`src/rtl/debounce_pkg.sv`:
```
// Shared definitions for the button debouncer: FSM state encoding, default
// parameter values reused by the up_counter system top, and a small helper.
package debounce_pkg;

  typedef enum logic [1:0] {
    IDLE         = 2'd0,
    PRESS_WAIT   = 2'd1,
    PRESSED      = 2'd2,
    RELEASE_WAIT = 2'd3
  } db_state_t;

  localparam int DEFAULT_SYNC_STAGES       = 2;
  localparam int DEFAULT_DEBOUNCE_CYCLES   = 16;
  localparam int DEFAULT_LONG_PRESS_CYCLES = 64;

  function automatic int max_int(input int a, input int b);
    return (a > b) ? a : b;
  endfunction

endpackage

```
`src/rtl/sync_ff.sv`:
```
// Multi-flop synchroniser for an asynchronous single-bit input; resets to 0.
module sync_ff #(
  parameter int STAGES = 2
) (
  input  logic i_clk,
  input  logic i_reset_n,
  input  logic i_d,
  output logic o_q
);

  logic [STAGES-1:0] chain;

  always_ff @(posedge i_clk or negedge i_reset_n) begin
    if (!i_reset_n) chain <= '0;
    else            chain <= {chain[STAGES-2:0], i_d};
  end

  assign o_q = chain[STAGES-1];

endmodule

```
`src/rtl/button_debouncer.sv`:
```
// Synchronises and debounces a raw push-button into clean press/release pulses.
// Optional long-press detection is built when BUTTON_DEBOUNCER_LONG_PRESS_EN is defined.
//
// state        | meaning
// IDLE         | button stable released
// PRESS_WAIT   | counting consecutive pressed samples
// PRESSED      | button stable pressed
// RELEASE_WAIT | counting consecutive released samples
module button_debouncer
  import debounce_pkg::*;
#(
  parameter int SYNC_STAGES       = DEFAULT_SYNC_STAGES,
  parameter int DEBOUNCE_CYCLES   = DEFAULT_DEBOUNCE_CYCLES,
  parameter int LONG_PRESS_CYCLES = DEFAULT_LONG_PRESS_CYCLES
) (
  input  logic i_clk,
  input  logic i_reset_n,
  input  logic i_btn,
  output logic o_btn_level,
  output logic o_press_pulse,
  output logic o_release_pulse,
  output logic o_long_press
);

  localparam int CNT_W = $clog2(max_int(DEBOUNCE_CYCLES, LONG_PRESS_CYCLES));
  localparam logic [CNT_W-1:0] CNT_LAST = CNT_W'(DEBOUNCE_CYCLES - 1);

  db_state_t        state;
  logic [CNT_W-1:0] cnt;
  logic             s;

  sync_ff #(.STAGES(SYNC_STAGES)) u_sync (
    .i_clk     (i_clk),
    .i_reset_n (i_reset_n),
    .i_d       (i_btn),
    .o_q       (s)
  );

  always_ff @(posedge i_clk or negedge i_reset_n) begin
    if (!i_reset_n) begin
      state           <= IDLE;
      cnt             <= '0;
      o_btn_level     <= 1'b0;
      o_press_pulse   <= 1'b0;
      o_release_pulse <= 1'b0;
    end else begin
      o_press_pulse   <= 1'b0;
      o_release_pulse <= 1'b0;
      case (state)
        IDLE: begin
          if (s) begin
            state <= PRESS_WAIT;
            cnt   <= '0;
          end
        end
        PRESS_WAIT: begin
          if (!s) begin
            state <= IDLE;
            cnt   <= '0;
          end else if (cnt == CNT_LAST) begin
            state         <= PRESSED;
            cnt           <= '0;
            o_press_pulse <= 1'b1;
            o_btn_level   <= 1'b1;
          end else begin
            cnt <= cnt + 1'b1;
          end
        end
        PRESSED: begin
          if (!s) begin
            state <= RELEASE_WAIT;
            cnt   <= '0;
          end
        end
        RELEASE_WAIT: begin
          if (s) begin
            state <= PRESSED;
            cnt   <= '0;
          end else if (cnt == CNT_LAST) begin
            state           <= IDLE;
            cnt             <= '0;
            o_release_pulse <= 1'b1;
            o_btn_level     <= 1'b0;
          end else begin
            cnt <= cnt + 1'b1;
          end
        end
        default: begin
          state <= IDLE;
          cnt   <= '0;
        end
      endcase
    end
  end

`ifdef BUTTON_DEBOUNCER_LONG_PRESS_EN
  localparam logic [CNT_W-1:0] HOLD_LAST = CNT_W'(LONG_PRESS_CYCLES - 1);

  logic [CNT_W-1:0] hold_cnt;
  logic             hold_done;
  logic             long_press_q;

  // Cleared only on a fresh press; a rejected release bounce resumes the same hold.
  always_ff @(posedge i_clk or negedge i_reset_n) begin
    if (!i_reset_n) begin
      hold_cnt     <= '0;
      hold_done    <= 1'b0;
      long_press_q <= 1'b0;
    end else begin
      long_press_q <= 1'b0;
      if (state == PRESS_WAIT && s && cnt == CNT_LAST) begin
        hold_cnt  <= '0;
        hold_done <= 1'b0;
      end else if (state == PRESSED && s) begin
        if (hold_cnt != HOLD_LAST) begin
          hold_cnt <= hold_cnt + 1'b1;
        end else if (!hold_done) begin
          long_press_q <= 1'b1;
          hold_done    <= 1'b1;
        end
      end
    end
  end

  assign o_long_press = long_press_q;
`else
  assign o_long_press = 1'b0;
`endif

endmodule

```
`config.mk`:
```
export PLATFORM = sky130hd
export DESIGN_NAME = button_debouncer
export DESIGN_NICKNAME = d
export VERILOG_FILES = /design/src/rtl/debounce_pkg.sv /design/src/rtl/sync_ff.sv /design/src/rtl/button_debouncer.sv
export SDC_FILE = /design/constraint.sdc
export NUM_CORES = 1
export LEC_CHECK = 0
export CORE_AREA = 2 2 39 41
export DETAILED_ROUTE_END_ITERATION = 8
export DIE_AREA = 0 0 41 43
export GPL_ROUTABILITY_DRIVEN = 0
export GPL_TIMING_DRIVEN = 0
export HOLD_SLACK_MARGIN = 0.08
export PLACE_DENSITY = 0.66
export RECOVER_POWER = 100
export SLEW_MARGIN = 30
export SYNTH_ARGS = -nofsm -noshare
export SYNTH_HDL_FRONTEND = slang
export SYNTH_HIERARCHICAL = 1
export SYNTH_SLANG_ARGS = --single-unit
```
`constraint.sdc`:
```
create_clock -name i_clk -period 1.7 [get_ports i_clk]
set_clock_uncertainty 0.15 [all_clocks]
set_input_delay 0.34 -clock i_clk [delete_from_list [all_inputs] [get_ports i_clk]]
set_output_delay 0.34 -clock i_clk [all_outputs]
set_load 0.1 [all_outputs]
```
==> out/summary.md, run 1 <==
Setup path
- output pin — endpoint kind of the worst setup timing path
- 550 ps — Worst path max stage delay
- 1 — CP Buf/Inv Count
- 1 — number of logic stages on the critical path including buffering
- 1210 ps — WP data required
- flop to output pin — path type of the worst setup path
- 5 — Register-to-Register Path Depth
- buffers and inverters — kind of cell with the highest combined delay on the critical path
- 1150 ps — Data arrival, critical path
- clkdlybuf4s15_2 — Critical Path, Cell by Cell
- flop — crit path launch type
- sky130_fd_sc_hd__clkdlybuf4s15_2 — cell with the largest stage delay on the worst path
- 1 — crit path max fanout

Power
- 24.8% — Switching Fraction
- 426 uW — internal cell power
- 0.000300 uW — Leak
- 8.4% — combinational power share
- 141 uW — switching component of the power
- 57.7% — sequential group share of total power
- 0.481 mV — Max IR drop VDD
- 33.9% — Clock Power Share
- 779 nW/um2 — total power divided by cell area

Cells and area
- 52.6% — final core utilization
- 23.0% — area growth from synthesis to layout
- 71 — fin nets
- 0 — final antenna diode count
- 22.7% — share of layout cells above drive strength 1

Die
- 14 — Placement Rows
- 7 — IO Count
- 1760 um2 — Total Die Area
- 41 um — Die X-Extent
- 1380 um2 — core area
- 42.8% — effective utilization at floorplan
- 43 um — chip height

Placement
- 680 um — Final HPWL DP
- 5 — Port Buffers
- -258 ps — worst-case setup slack after placement

Logic synthesis
- sky130_fd_sc_hd__dfrtp_1 — Synth Flop Type
- 592 um2 — mapped cell area
- 55.0% — sequential-to-total area share from yosys stat
- sky130_fd_sc_hd__dfrtp_1 — most frequent cell after synthesis
- 100% — fraction of registers with async set/reset
- 55.0% — top-area cell type share of the netlist area
- 6 — Warnings, synthesis
- 13 — number of register bits inferred by synthesis
- 13 x sky130_fd_sc_hd__dfrtp_1, 11 x sky130_fd_sc_hd__nand2_1, 4 x sky130_fd_sc_hd__o21ai_0, 4 x sky130_fd_sc_hd__o22ai_1, 4 x sky130_fd_sc_hd__xnor2_1 — synth cell count leaders
- 20 — Yosys cell types
- sky130_fd_sc_hd__dfrtp_1 — largest area contributor in the netlist
- 56 — Gate Count Post-Synth
- 60 — net count after synthesis
- sky130_fd_sc_hd__dfrtp_1 55%, sky130_fd_sc_hd__nand2_1 7.0%, sky130_fd_sc_hd__xnor2_1 5.9% — top cells by area, synth
- 10.6 um2 — Mean Syn Cell Area
- 0 — Post-synth EDFFs

Timing
- 0 — Fin. Hold Viols
- 1640 ps — clock period minus worst slack
- 61.3 ps — crit path setup slack, layout
- 610 MHz — fmax
- 0 — Setup-failing EPs final
- 567 ps — actual transition at the worst max-transition pin
- 0 — final number of max-transition violations
- 0 ps — setup tns final
- 96.4% — post-route fraction of the period consumed by the critical path
- 62.0% — Worst slew margin

Detailed routing
- 8 — violation count after the first detailed-route iteration
- 0 — antenna violation net count after detailed routing
- 404 — overall via count from detail_route
- 4.93 — mean number of vias per cell
- 0 — drc violations
- 952 um — Post-Route WL
- 4 — number of optimization iterations in the first detailed-route pass
- 11.6 um — Avg WL per Cell

Clocking
- sky130_fd_sc_hd__clkbuf_4 — master cell of the clock root buffer
- 70 ps — Worst-path clk slew
- 13 — TritonCTS Sinks
- 3 — Inserted Clock Buffers
- 280 ps — clock latency on the worst-skew pair
- 1 — H-tree depth reported by CTS
- yes — CTS tree
- 2 — number of buffers between clock root and the deepest sink

Worst hold path
- 0 — Hold Path Stages
- flop to flop — Hold WC Path Type

Global routing
- 373 — vias in the first global route
- 0 — grt ovf
- 0 — initial antenna violation count
- 1.52 mm — wire length of the first global-routing pass
- 14 — largest net degree at the start of global routing
- 14.0% — global router's overall resource usage

Outcome
- complete, no violations — result of the run

Flow run
- 0 — maxcap violations

-- cell usage in the layout, fill, tap and decap left out --
| master | n |
|---|---|
| sky130_fd_sc_hd__o221ai_2 | 1 |
| sky130_fd_sc_hd__nand3b_1 | 1 |
| sky130_fd_sc_hd__nand2b_1 | 1 |
| sky130_fd_sc_hd__xor2_1 | 2 |
| sky130_fd_sc_hd__nor2_1 | 3 |
| sky130_fd_sc_hd__dlygate4sd3_1 | 2 |
| sky130_fd_sc_hd__nor3b_1 | 1 |
| sky130_fd_sc_hd__nand3_1 | 2 |
| sky130_fd_sc_hd__inv_1 | 2 |
| sky130_fd_sc_hd__nand2_1 | 10 |
| sky130_fd_sc_hd__ha_4 | 1 |
| sky130_fd_sc_hd__clkbuf_4 | 3 |
| sky130_fd_sc_hd__clkdlybuf4s15_2 | 2 |
| sky130_fd_sc_hd__dfrtp_1 | 12 |
| sky130_fd_sc_hd__dfrtp_2 | 1 |
| sky130_fd_sc_hd__clkbuf_1 | 2 |
| sky130_fd_sc_hd__buf_2 | 1 |
| sky130_fd_sc_hd__o31ai_2 | 1 |
| sky130_fd_sc_hd__o22ai_1 | 4 |
| sky130_fd_sc_hd__o21ai_0 | 4 |
| sky130_fd_sc_hd__buf_4 | 2 |
| sky130_fd_sc_hd__nand3_4 | 1 |
| sky130_fd_sc_hd__nand2_2 | 1 |
| sky130_fd_sc_hd__nor4b_4 | 1 |
| sky130_fd_sc_hd__conb_1 | 1 |
| sky130_fd_sc_hd__xnor2_1 | 4 |
-- power by group through the flow --
stage | Clock [uW] | Combinational (uW) | Sequential (uW)
global route | 212 | 52.1 | 328
detailed placement | 0 | 44.6 | 331
floorplan | 0 | 29.2 | 330
CTS | 200 | 44.8 | 324
global placement | 0 | 43.9 | 330
finish | 192 | 47.8 | 327
-- cell families after synthesis --
logic type	after synthesis	synth area share [%]
simple gates	21	19.9
compound gates	10	10.4
flops	13	55.0
xor+xnor	6	8.88
buf+inv	4	3.17
fa+ha+maj	1	2.11
other cells	1	0.634
-- final cells by class --
class | count | area, um2
clock buffer | 4 | 26.3
inverter | 2 | 7.51
tap | 16 | 20.0
buffer | 2 | 11.3
fill | 129 | 656
multi-input combinational | 39 | 282
timing repair buffer | 6 | 55.1
sequential | 13 | 327
-- repair_timing --
action                                  4_1_cts  5_1_grt
setup buffers                                 0        1
pin swaps                                     0        4
gates resized for setup                      10        8
endpoints found under the setup margin        4        2
hold buffers                                  0        0
-- state kept, by name (all words and copies together), names as in the netlist, named ones only --
register and cells:
cnt 6, o_btn_level 1, o_press_pulse 1, o_release_pulse 1
state 1, u_sync/chain 2
-- final timing paths --
path / startpoint / end / slack, ps
max in group asynchronous: i_reset_n / cnt[0] / 680
max: o_release_pulse / o_release_pulse / 60
min reg2reg: u_sync/chain[0] / u_sync/chain[1] / 210
min: u_sync/chain[0] / u_sync/chain[1] / 210
max reg2reg: cnt[1] / o_btn_level / 130
min in group asynchronous: i_reset_n / cnt[1] / 330
-- per-stage QoR --
stage,instance area (um2),power [uW],hold WS [ps],cells
6_report,728,567,207,82
5_1_grt,728,592,214,82
4_1_cts,697,569,210,81
3_5_place_dp,662,375,193,77
3_3_place_gp,662,374,185,77
2_1_floorplan,592,359,-106,56
-- worst reg2reg max path, stage by stage, from the launching register on --
cell and delay (ps):
sky130_fd_sc_hd__dfrtp_1 420, sky130_fd_sc_hd__ha_4 180, sky130_fd_sc_hd__nand3_4 100, sky130_fd_sc_hd__nor4b_4 390
sky130_fd_sc_hd__nand2_2 110, sky130_fd_sc_hd__o221ai_2 140
-- metal layers --
metal | track usage [%] | vias up | wire (um)
met4 | 16.0 | 0 | 50
met2 | 18.1 | 7 | 408
met5 | 0 | - | 0
li1 | - | 207 | -
met3 | 3.14 | 5 | 34
met1 | 16.5 | 185 | 459
No activity file was read; power rests on OpenSTA's default activity.
==> inputs of run 2 (changes only) <==
Settings changed: MAX_ROUTING_LAYER from default to met4.
==> out/summary.md, run 2 (same netlist as run 1, synthesis figures left out) <==
Outcome
- complete, no violations — result of the run, unchanged

Cells and area
- 12 x sky130_fd_sc_hd__dfrtp_1, 10 x sky130_fd_sc_hd__nand2_1, 4 x sky130_fd_sc_hd__xnor2_1, 4 x sky130_fd_sc_hd__o22ai_1, 4 x sky130_fd_sc_hd__o21ai_0 — highest-count cells in the layout ignoring fill and taps, unchanged
- 71 — fin nets, unchanged
- 82 — Final Non-Filler Cells, unchanged
- 129 — fill cell count, unchanged
- cnt — top register by number of flip-flops, unchanged
- 6 — number of flip-flops in the largest register, unchanged
- sky130_fd_sc_hd__dfrtp_1 — leading cell type in the layout, fill and taps excluded, unchanged
- 0 — final antenna diode count, unchanged
- 23.0% — area growth from synthesis to layout, unchanged
- 52.6% — final core utilization, unchanged
- cnt x6, u_sync/chain x2 — biggest regs, unchanged
- 22.7% — share of layout cells above drive strength 1, unchanged
- 728 um2 — cell area after layout, unchanged

Flow run
- 0 — maxcap violations, unchanged

Setup path
- 550 ps — Worst path max stage delay, about the same
- o_release_pulse — Critical Path Start, unchanged
- flop to output pin — path type of the worst setup path, unchanged
- clkdlybuf4s15_2 — Critical Path, Cell by Cell, unchanged
- 1 — number of logic stages on the critical path including buffering, unchanged
- o_btn_level — worst reg2reg endpoint, unchanged
- 1 — CP Buf/Inv Count, unchanged
- flop — crit path launch type, unchanged
- cnt[1] — reg2reg start, unchanged
- o_release_pulse — worst setup path end, unchanged
- output pin — endpoint kind of the worst setup timing path, unchanged
- 5 — Register-to-Register Path Depth, unchanged
- 1 — crit path max fanout, unchanged
- 130 ps — minimum setup slack among reg-to-reg paths, about the same
- sky130_fd_sc_hd__clkdlybuf4s15_2 — cell with the largest stage delay on the worst path, unchanged
- 1210 ps — WP data required, about the same
- 1150 ps — Data arrival, critical path, about the same
- buffers and inverters — kind of cell with the highest combined delay on the critical path, unchanged

Detailed routing
- 4 — number of optimization iterations in the first detailed-route pass, unchanged
- 0 — antenna violation net count after detailed routing, unchanged
- 0 — drc violations, unchanged
- 952 um — Post-Route WL, unchanged
- 11.6 um — Avg WL per Cell, unchanged
- 8 — violation count after the first detailed-route iteration, unchanged
- 4.93 — mean number of vias per cell, unchanged
- 404 — overall via count from detail_route, unchanged

Die
- 41 um — Die X-Extent, unchanged
- 1760 um2 — Total Die Area, unchanged
- 7 — IO Count, unchanged
- 14 — Placement Rows, unchanged
- 43 um — chip height, unchanged
- 1380 um2 — core area, unchanged
- 42.8% — effective utilization at floorplan, unchanged

Placement
- 77 — cell count after placement, unchanged
- 5 — Port Buffers, unchanged
- 662 um2 — placed standard-cell area, unchanged
- 680 um — Final HPWL DP, unchanged

Worst hold path
- flop to flop — Hold WC Path Type, unchanged
- u_sync/chain[0] — launch instance of the worst min-delay path, unchanged

Timing
- 62.0% — Worst slew margin, unchanged
- 0 — Setup-failing EPs final, unchanged
- 567 ps — actual transition at the worst max-transition pin, unchanged
- 0 — final number of max-transition violations, unchanged
- 1640 ps — clock period minus worst slack, about the same
- 0 ps — setup tns final, unchanged
- 0 — Fin. Hold Viols, unchanged
- 610 MHz — fmax, about the same
- 96.4% — post-route fraction of the period consumed by the critical path, about the same

Clocking
- 1 — H-tree depth reported by CTS, unchanged
- 3 — Inserted Clock Buffers, unchanged
- 13 — TritonCTS Sinks, unchanged
- sky130_fd_sc_hd__clkbuf_4 — master cell of the clock root buffer, unchanged
- 280 ps — clock latency on the worst-skew pair, about the same
- yes — CTS tree, unchanged
- 70 ps — Worst-path clk slew, about the same
- 2 — number of buffers between clock root and the deepest sink, unchanged

Global routing
- 373 — vias in the first global route, unchanged
- 0 — grt ovf, unchanged
- 14.3% — global router's overall resource usage, was 14.0%
- 14 — largest net degree at the start of global routing, unchanged
- 1.52 mm — wire length of the first global-routing pass, about the same
- 0 — initial antenna violation count, unchanged

Power
- 779 nW/um2 — total power divided by cell area, about the same
- 0.000300 uW — Leak, unchanged
- 567 uW — sum of internal, switching and leakage power, about the same
- 0.481 mV — Max IR drop VDD, about the same

run 2: cell counts in the layout (fill, tap and decap cells not counted):
No cell type changed its count.
run 2: cell type report:
| class | instances | area, um2 | share of cell area, % |
|---|---|---|---|
| timing repair buffer | 6 | 55.1 | 7.56 |
| inverter | 2 | 7.51 | 1.03 |
| sequential | 13 | 327 | 44.8 |
| buffer | 2 | 11.3 | 1.55 |
| multi-input combinational | 39 | 282 | 38.7 |
| clock buffer | 4 | 26.3 | 3.61 |
| tap | 16 | 20.0 | 2.75 |
run 2: layer usage:
| layer | share of wire (%) | vias to the layer above | track usage (%) |
|---|---|---|---|
| met5 | 0 | - | - |
| met1 | 48 | 185 | 16.5 |
| li1 | - | 207 | - |
| met3 | 3.6 | 5 | 3.14 |
| met2 | 43 | 7 | 18.1 |
| met4 | 5.3 | 0 | 16.0 |
run 2: through the flow:
step	worst slack [ps]	hold slack, ps
after floorplan	237	-106
after global placement	-258	185
after detailed placement	-258	193
after CTS	8.49	210
after global routing	-1.50	214
final	61.4	207
run 2: how the worst min path moves through the flow:
stage / slack, ps / cells after the start / to
floorplan: -110 / 0 / async pin
CTS: 210 / 0 / u_sync/chain[1]
detailed placement: 190 / 0 / u_sync/chain[1]
global placement: 180 / 0 / u_sync/chain[1]
global route: 210 / 0 / u_sync/chain[1]
finish: 210 / 0 / u_sync/chain[1]
run 2: report_power, final:
group | internal, uW | switching (uW) | total [uW]
combinational | 17.8 | 29.9 | 47.8
sequential | 317 | 9.90 | 327
clock | 91.3 | 101 | 192
total | 426 | 141 | 567
run 2: repair_timing:
action,4_1_cts,5_1_grt
resized for setup,10,8
hold buffers,0,0
pin swaps,0,4
setup endpoints to repair,4,2
buffers inserted,0,1
==> edit 1 (settings of run 2) <==
Set the package constant `DEFAULT_DEBOUNCE_CYCLES` to 8 (it was 16).
--- a/src/rtl/debounce_pkg.sv
+++ b/src/rtl/debounce_pkg.sv
@@ -10,7 +10,7 @@
   } db_state_t;
 
   localparam int DEFAULT_SYNC_STAGES       = 2;
-  localparam int DEFAULT_DEBOUNCE_CYCLES   = 16;
+  localparam int DEFAULT_DEBOUNCE_CYCLES   = 8;
   localparam int DEFAULT_LONG_PRESS_CYCLES = 64;
 
   function automatic int max_int(input int a, input int b);
Check against the original RTL: no difference found for any inputs over 10 cycles, from zero or initial values and one cycle with i_reset_n low; that may be too few to reach the edited logic, so the function may still have changed.
==> edit 1 against run 2 <==
- via count rose by 12%
- critical path type unchanged
- clock power fell by 2%
- area after synthesis rose by 8.2%
- sequential cell count did not move
- maximum frequency fell by 0.12%
- first-iteration DRC count fell by 63%
- synthesized cell count rose by 7.1%
- die area did not move
- wire length rose by 11%
- worst setup slack got worse by 0.0020 ns
- total power fell by 0.77%
- non-clock buffer count fell by 1
- cell area rose by 0.17%
- sequential power barely moved
==> edit 1: results <==
group,metric,value,unit
critical_path,cp_max_fo,1,
drt,wl_met3,32,um
synth,synth_flop_cell,"dfrtp_1",
synth,synthArstFlopShare,100,%
synth,synth_compound_gate_area_share,13.3,%
synth,synthTopCellsByCount,"13 x dfrtp_1, 8 x nand2_1, 5 x nand3_1",
drt,dr_wl_met2,477,um
drt,dr.pass1.iters,3,
drt,met1_length,525,um
global_route,antenna_found_initial,0,
power_and_ir_drop,vdd_drop_max,474,uV
power_and_ir_drop,finalPower,0.000563,W
drt,vias_per_cell,5.33,
synth,syn-num-nets,64,
finish,num_antenna_cells,0,
global_route,grtUsageTotal,16.8,%
global_route,grt_pass1_vias,481,
outcome,run_status,"completed",
clocking,clk_latency,0.27,ns
place,pre_cts_ws,-0.270,ns
drt,top_layer_used,"met4",
synth,synth-adder-area-share,1.95,%
finish,drive_above_1_share,21.7,%
synth,yosysUniqueCellTypes,29,
hold_path,hold_class,"flop to flop",
drt,drtIter0Drc,3,
synth,synth_seq_area_share,50.8,%
power_and_ir_drop,power_frac_seq,58.0,%
power_and_ir_drop,p_int,0.000424,W
critical_path,cp.arrival,1.15,ns
synth,muxShareOfSynthArea,0,%
synth,synth-xor-area-share,8.01,%
critical_path,worst_path_dominant_cell_family,"buffers and inverters",
global_route,gr-usage-met2,23.4,%
timing,tightestPinTransition,0.589,ns
finish,reg_top3,"cnt: 6 flops, u_sync/chain: 2 flops",
power_and_ir_drop,power_leakage,0.311,nW
global_route,grtUsageMet1,22.1,%
clocking,cts_buffer_depth,2,
place,hpwl,766,um
clocking,clk_pin_slew,0.07,ns
finish,fillCellCount,138,
clocking,post-cts-setup-buffer-count,0,
drt,wire_per_inst,12.4,um
global_route,grt_pass1_wl,1930,um
global_route,use_met3,4.71,%
critical_path,cp_slowest_cell,"clkdlybuf4s15_2",
synth,synth_area_leaders,"dfrtp_1 51%, nand2_1 4.7%, xnor2_1 4.1%, nand3_1 3.9%, o21ai_0 3.1%",
finish,fin_nets,74,
## edit 1: cell count changes after synthesis, moves of 2 or more
cell	before	now
nand2_1	11	8
nor2b_1	0	2
o22ai_1	4	0
nor2_1	3	1
nand3_1	2	5
## edit 1: cell type report
| cell class | count | area share, % |
|---|---|---|
| sequential | 13 | 44.6 |
| inverter | 2 | 1.03 |
| clock buffer | 4 | 3.60 |
| timing repair buffer | 5 | 6.52 |
| buffer | 2 | 1.54 |
| multi-input combinational | 43 | 40.0 |
| tap | 16 | 2.74 |
## edit 1: metrics by stage
| step | hold WS [ns] | TNS, ns | std cells | util [%] | cell area (um2) |
|---|---|---|---|---|---|
| floorplan | -0.106 | 0 | 60 | - | 641 |
| global placement | 0.190 | -0.716 | 81 | 51.4 | 711 |
| detailed placement | 0.186 | -0.711 | 81 | 51.4 | 711 |
| CTS | 0.213 | 0 | 85 | 53.4 | 739 |
| global route | 0.225 | 0 | 85 | 52.7 | 729 |
| finish | 0.211 | 0 | 85 | 52.7 | 729 |
## edit 1: cells by family (layout without fill, tap and decap cells)
kind of cell	after synthesis	after routing
fa+ha+maj	1	1
xor+xnor	5	5
simple gates	25	25
buf+inv	4	13
compound gates	11	11
flops	13	13
other cells	1	1
## edit 1: worst paths after layout
kind / from / end / slack (ns) / cells past startpoint
hold reg to reg: u_sync/chain[0] / u_sync/chain[1] / 0.21 / 0
max in group asynchronous: i_reset_n / cnt[4] / 0.67 / 1
min in group asynchronous: i_reset_n / cnt[5] / 0.35 / 1
hold / removal: u_sync/chain[0] / u_sync/chain[1] / 0.21 / 0
setup / recovery: o_press_pulse / o_press_pulse / 0.06 / 1
setup reg to reg: cnt[0] / o_btn_level / 0.16 / 5
==> edit 2 (flow settings as in run 2) <==
Made on the original files. Register the input `i_btn` before use, without a reset. The logic sees it one clock later.
--- a/src/rtl/button_debouncer.sv
+++ b/src/rtl/button_debouncer.sv
@@ -25,6 +25,12 @@
   localparam int CNT_W = $clog2(max_int(DEBOUNCE_CYCLES, LONG_PRESS_CYCLES));
   localparam logic [CNT_W-1:0] CNT_LAST = CNT_W'(DEBOUNCE_CYCLES - 1);
 
+  logic i_btn_q;
+
+  always_ff @(posedge i_clk) begin
+    i_btn_q <= i_btn;
+  end
+
   db_state_t        state;
   logic [CNT_W-1:0] cnt;
   logic             s;
@@ -32,7 +38,7 @@
   sync_ff #(.STAGES(SYNC_STAGES)) u_sync (
     .i_clk     (i_clk),
     .i_reset_n (i_reset_n),
-    .i_d       (i_btn),
+    .i_d       (i_btn_q),
     .o_q       (s)
   );
 
Behaviour: no difference found for any inputs over 10 cycles, from zero or initial values and one cycle with i_reset_n low; that may be too few to reach the edited logic, so the function may still have changed.
==> edit 2 against run 2 <==
- total power up 4.1%
- cell area down 1.7%
- utilization down 0.90 points
- sequential cell count up 1
- area after synthesis up 3.8%
- first-iteration DRC count up 13%
- via count up 12%
- die area unchanged
- worst setup slack worse by 0.0058 ns
- wire length up 9.7%
- non-clock buffer count unchanged
==> edit 2: results <==
group,metric,value,unit
outcome,run_status,"completed",
timing,hold_ws,0.181,ns
global_route,grt_max_degree,14,
finish,fillCellCount,134,
critical_path,cp_max_fo,1,
drt,drtIter0Drc,9,
clocking,clk_latency,0.28,ns
drt,drt-total-wl,1040,um
power_and_ir_drop,vdd_drop_max,512,uV
hold_path,hold_class,"flop to flop",
synth,synth_flop_cell,"dfrtp_1",
place,placed_cell_area,684,um2
synth,synth_seq_area_share,56.2,%
hold_path,whs_path_depth,0,
global_route,antenna_found_initial,0,
synth,syn_area_per_cell,10.8,um2
synth,syn-num-nets,61,
critical_path,cp_slowest_cell,"clkdlybuf4s18_2",
drt,vias_per_cell,5.50,
global_route,grtUsageTotal,14.6,%
finish,reg_top3,"cnt: 6 flops, u_sync/chain: 2 flops",
critical_path,max_stage_delay,0.54,ns
clocking,ctsHtreeMaxLevel,1,
critical_path,cp.arrival,1.15,ns
synth,synthTopCellsByCount,"13 x dfrtp_1, 5 x nand2_1, 4 x a21oi_1, 4 x nand3_1, 4 x o21ai_0",
synth,yosysUniqueCellTypes,25,
place,placed_cells,78,
critical_path,worst_path_dominant_cell_family,"buffers and inverters",
place,hpwl,723,um
power_and_ir_drop,power_leakage,0.323,nW
timing,tightestPinTransition,0.590,ns
critical_path,r2r_start,"cnt[0]",
synth,synth_area_leaders,"dfrtp_1 53%, xor2_1 4.3%, nor3b_1 3.7%, a21oi_1 3.3%, dfxtp_1 3.3%",
global_route,grt_pass1_wl,1620,um
critical_path,r2r_slack,0.10,ns
finish,num_antenna_cells,0,
timing,setup_viol,0,
clocking,clk_pin_slew,0.08,ns
clocking,cts_root_buf,"clkbuf_4",
finish,drive_above_1_share,21.2,%
clocking,cts_buffer_depth,2,
drt,num_vias,451,
hold_path,hp-start,"i_btn_q",
hold_path,whs_endpoint,"u_sync/chain[0]",
synth,synthArstFlopShare,92.9,%
critical_path,reg2regPathDepth,4,
global_route,grt_pass1_vias,373,
clocking,numCtsBuffers,3,
-- edit 2: worst max path at each step --
stage / end / slack [ns] / startpoint / depth (start not counted)
floorplan: flop / 0.15 / cnt[0] / 4
detailed placement: o_btn_level / -0.26 / o_btn_level / 1
global placement: o_btn_level / -0.27 / o_btn_level / 1
global route: o_release_pulse / 0.003 / o_release_pulse / 1
finish: o_press_pulse / 0.06 / o_press_pulse / 1
CTS: o_btn_level / 0.01 / o_btn_level / 1
-- edit 2: layer usage --
layer / wire, um / share of wire, % / up-vias / GRT usage (%)
met5: 0 / 0 / - / -
met4: 11 / 1.1 / 0 / 10.0
met3: 32 / 3.1 / 2 / 3.14
met2: 497 / 48 / 7 / 19.4
met1: 502 / 48 / 227 / 19.3
li1: - / - / 215 / -
-- edit 2: final cells by class --
cell class              count  area share, %
flip-flops and latches     14           48.3
clock buffers               4           3.67
well taps                  16           2.80
multi-input cells          40           36.7
repair buffers              5           6.29
plain buffers               3           2.27
-- edit 2: report_power, final --
group / switching, W / internal, W / total [W]
sequential: 0.00000613 / 0.000341 / 0.000347
clock: 0.000106 / 0.0000910 / 0.000197
combinational: 0.0000321 / 0.0000137 / 0.0000457
total: 0.000144 / 0.000446 / 0.000590
-- edit 2: what timing repair did --
action,CTS,global route
hold buffers,0,0
endpoints found under the setup margin,3,5
resized for setup,10,5
-- edit 2: metrics by stage --
step	utilization (%)	setup WS (ns)	total power, W
after global placement	49.5	-0.266	0.000400
final	51.7	0.0555	0.000590
after detailed placement	49.5	-0.262	0.000401
after global routing	51.7	0.00271	0.000621
after floorplan	-	0.155	0.000384
after CTS	51.5	0.00994	0.000598
-- edit 2: logic make-up after synthesis --
kind of cell    Yosys count  share of synthesized area (%)
simple gates             19                           15.7
flops                    14                           56.2
compound gates           13                           12.6
xor+xnor                  5                           8.35
buf+inv                   3                           2.65
fa+ha+maj                 1                           2.04
other cells               1                          0.610
mux                       1                           1.83
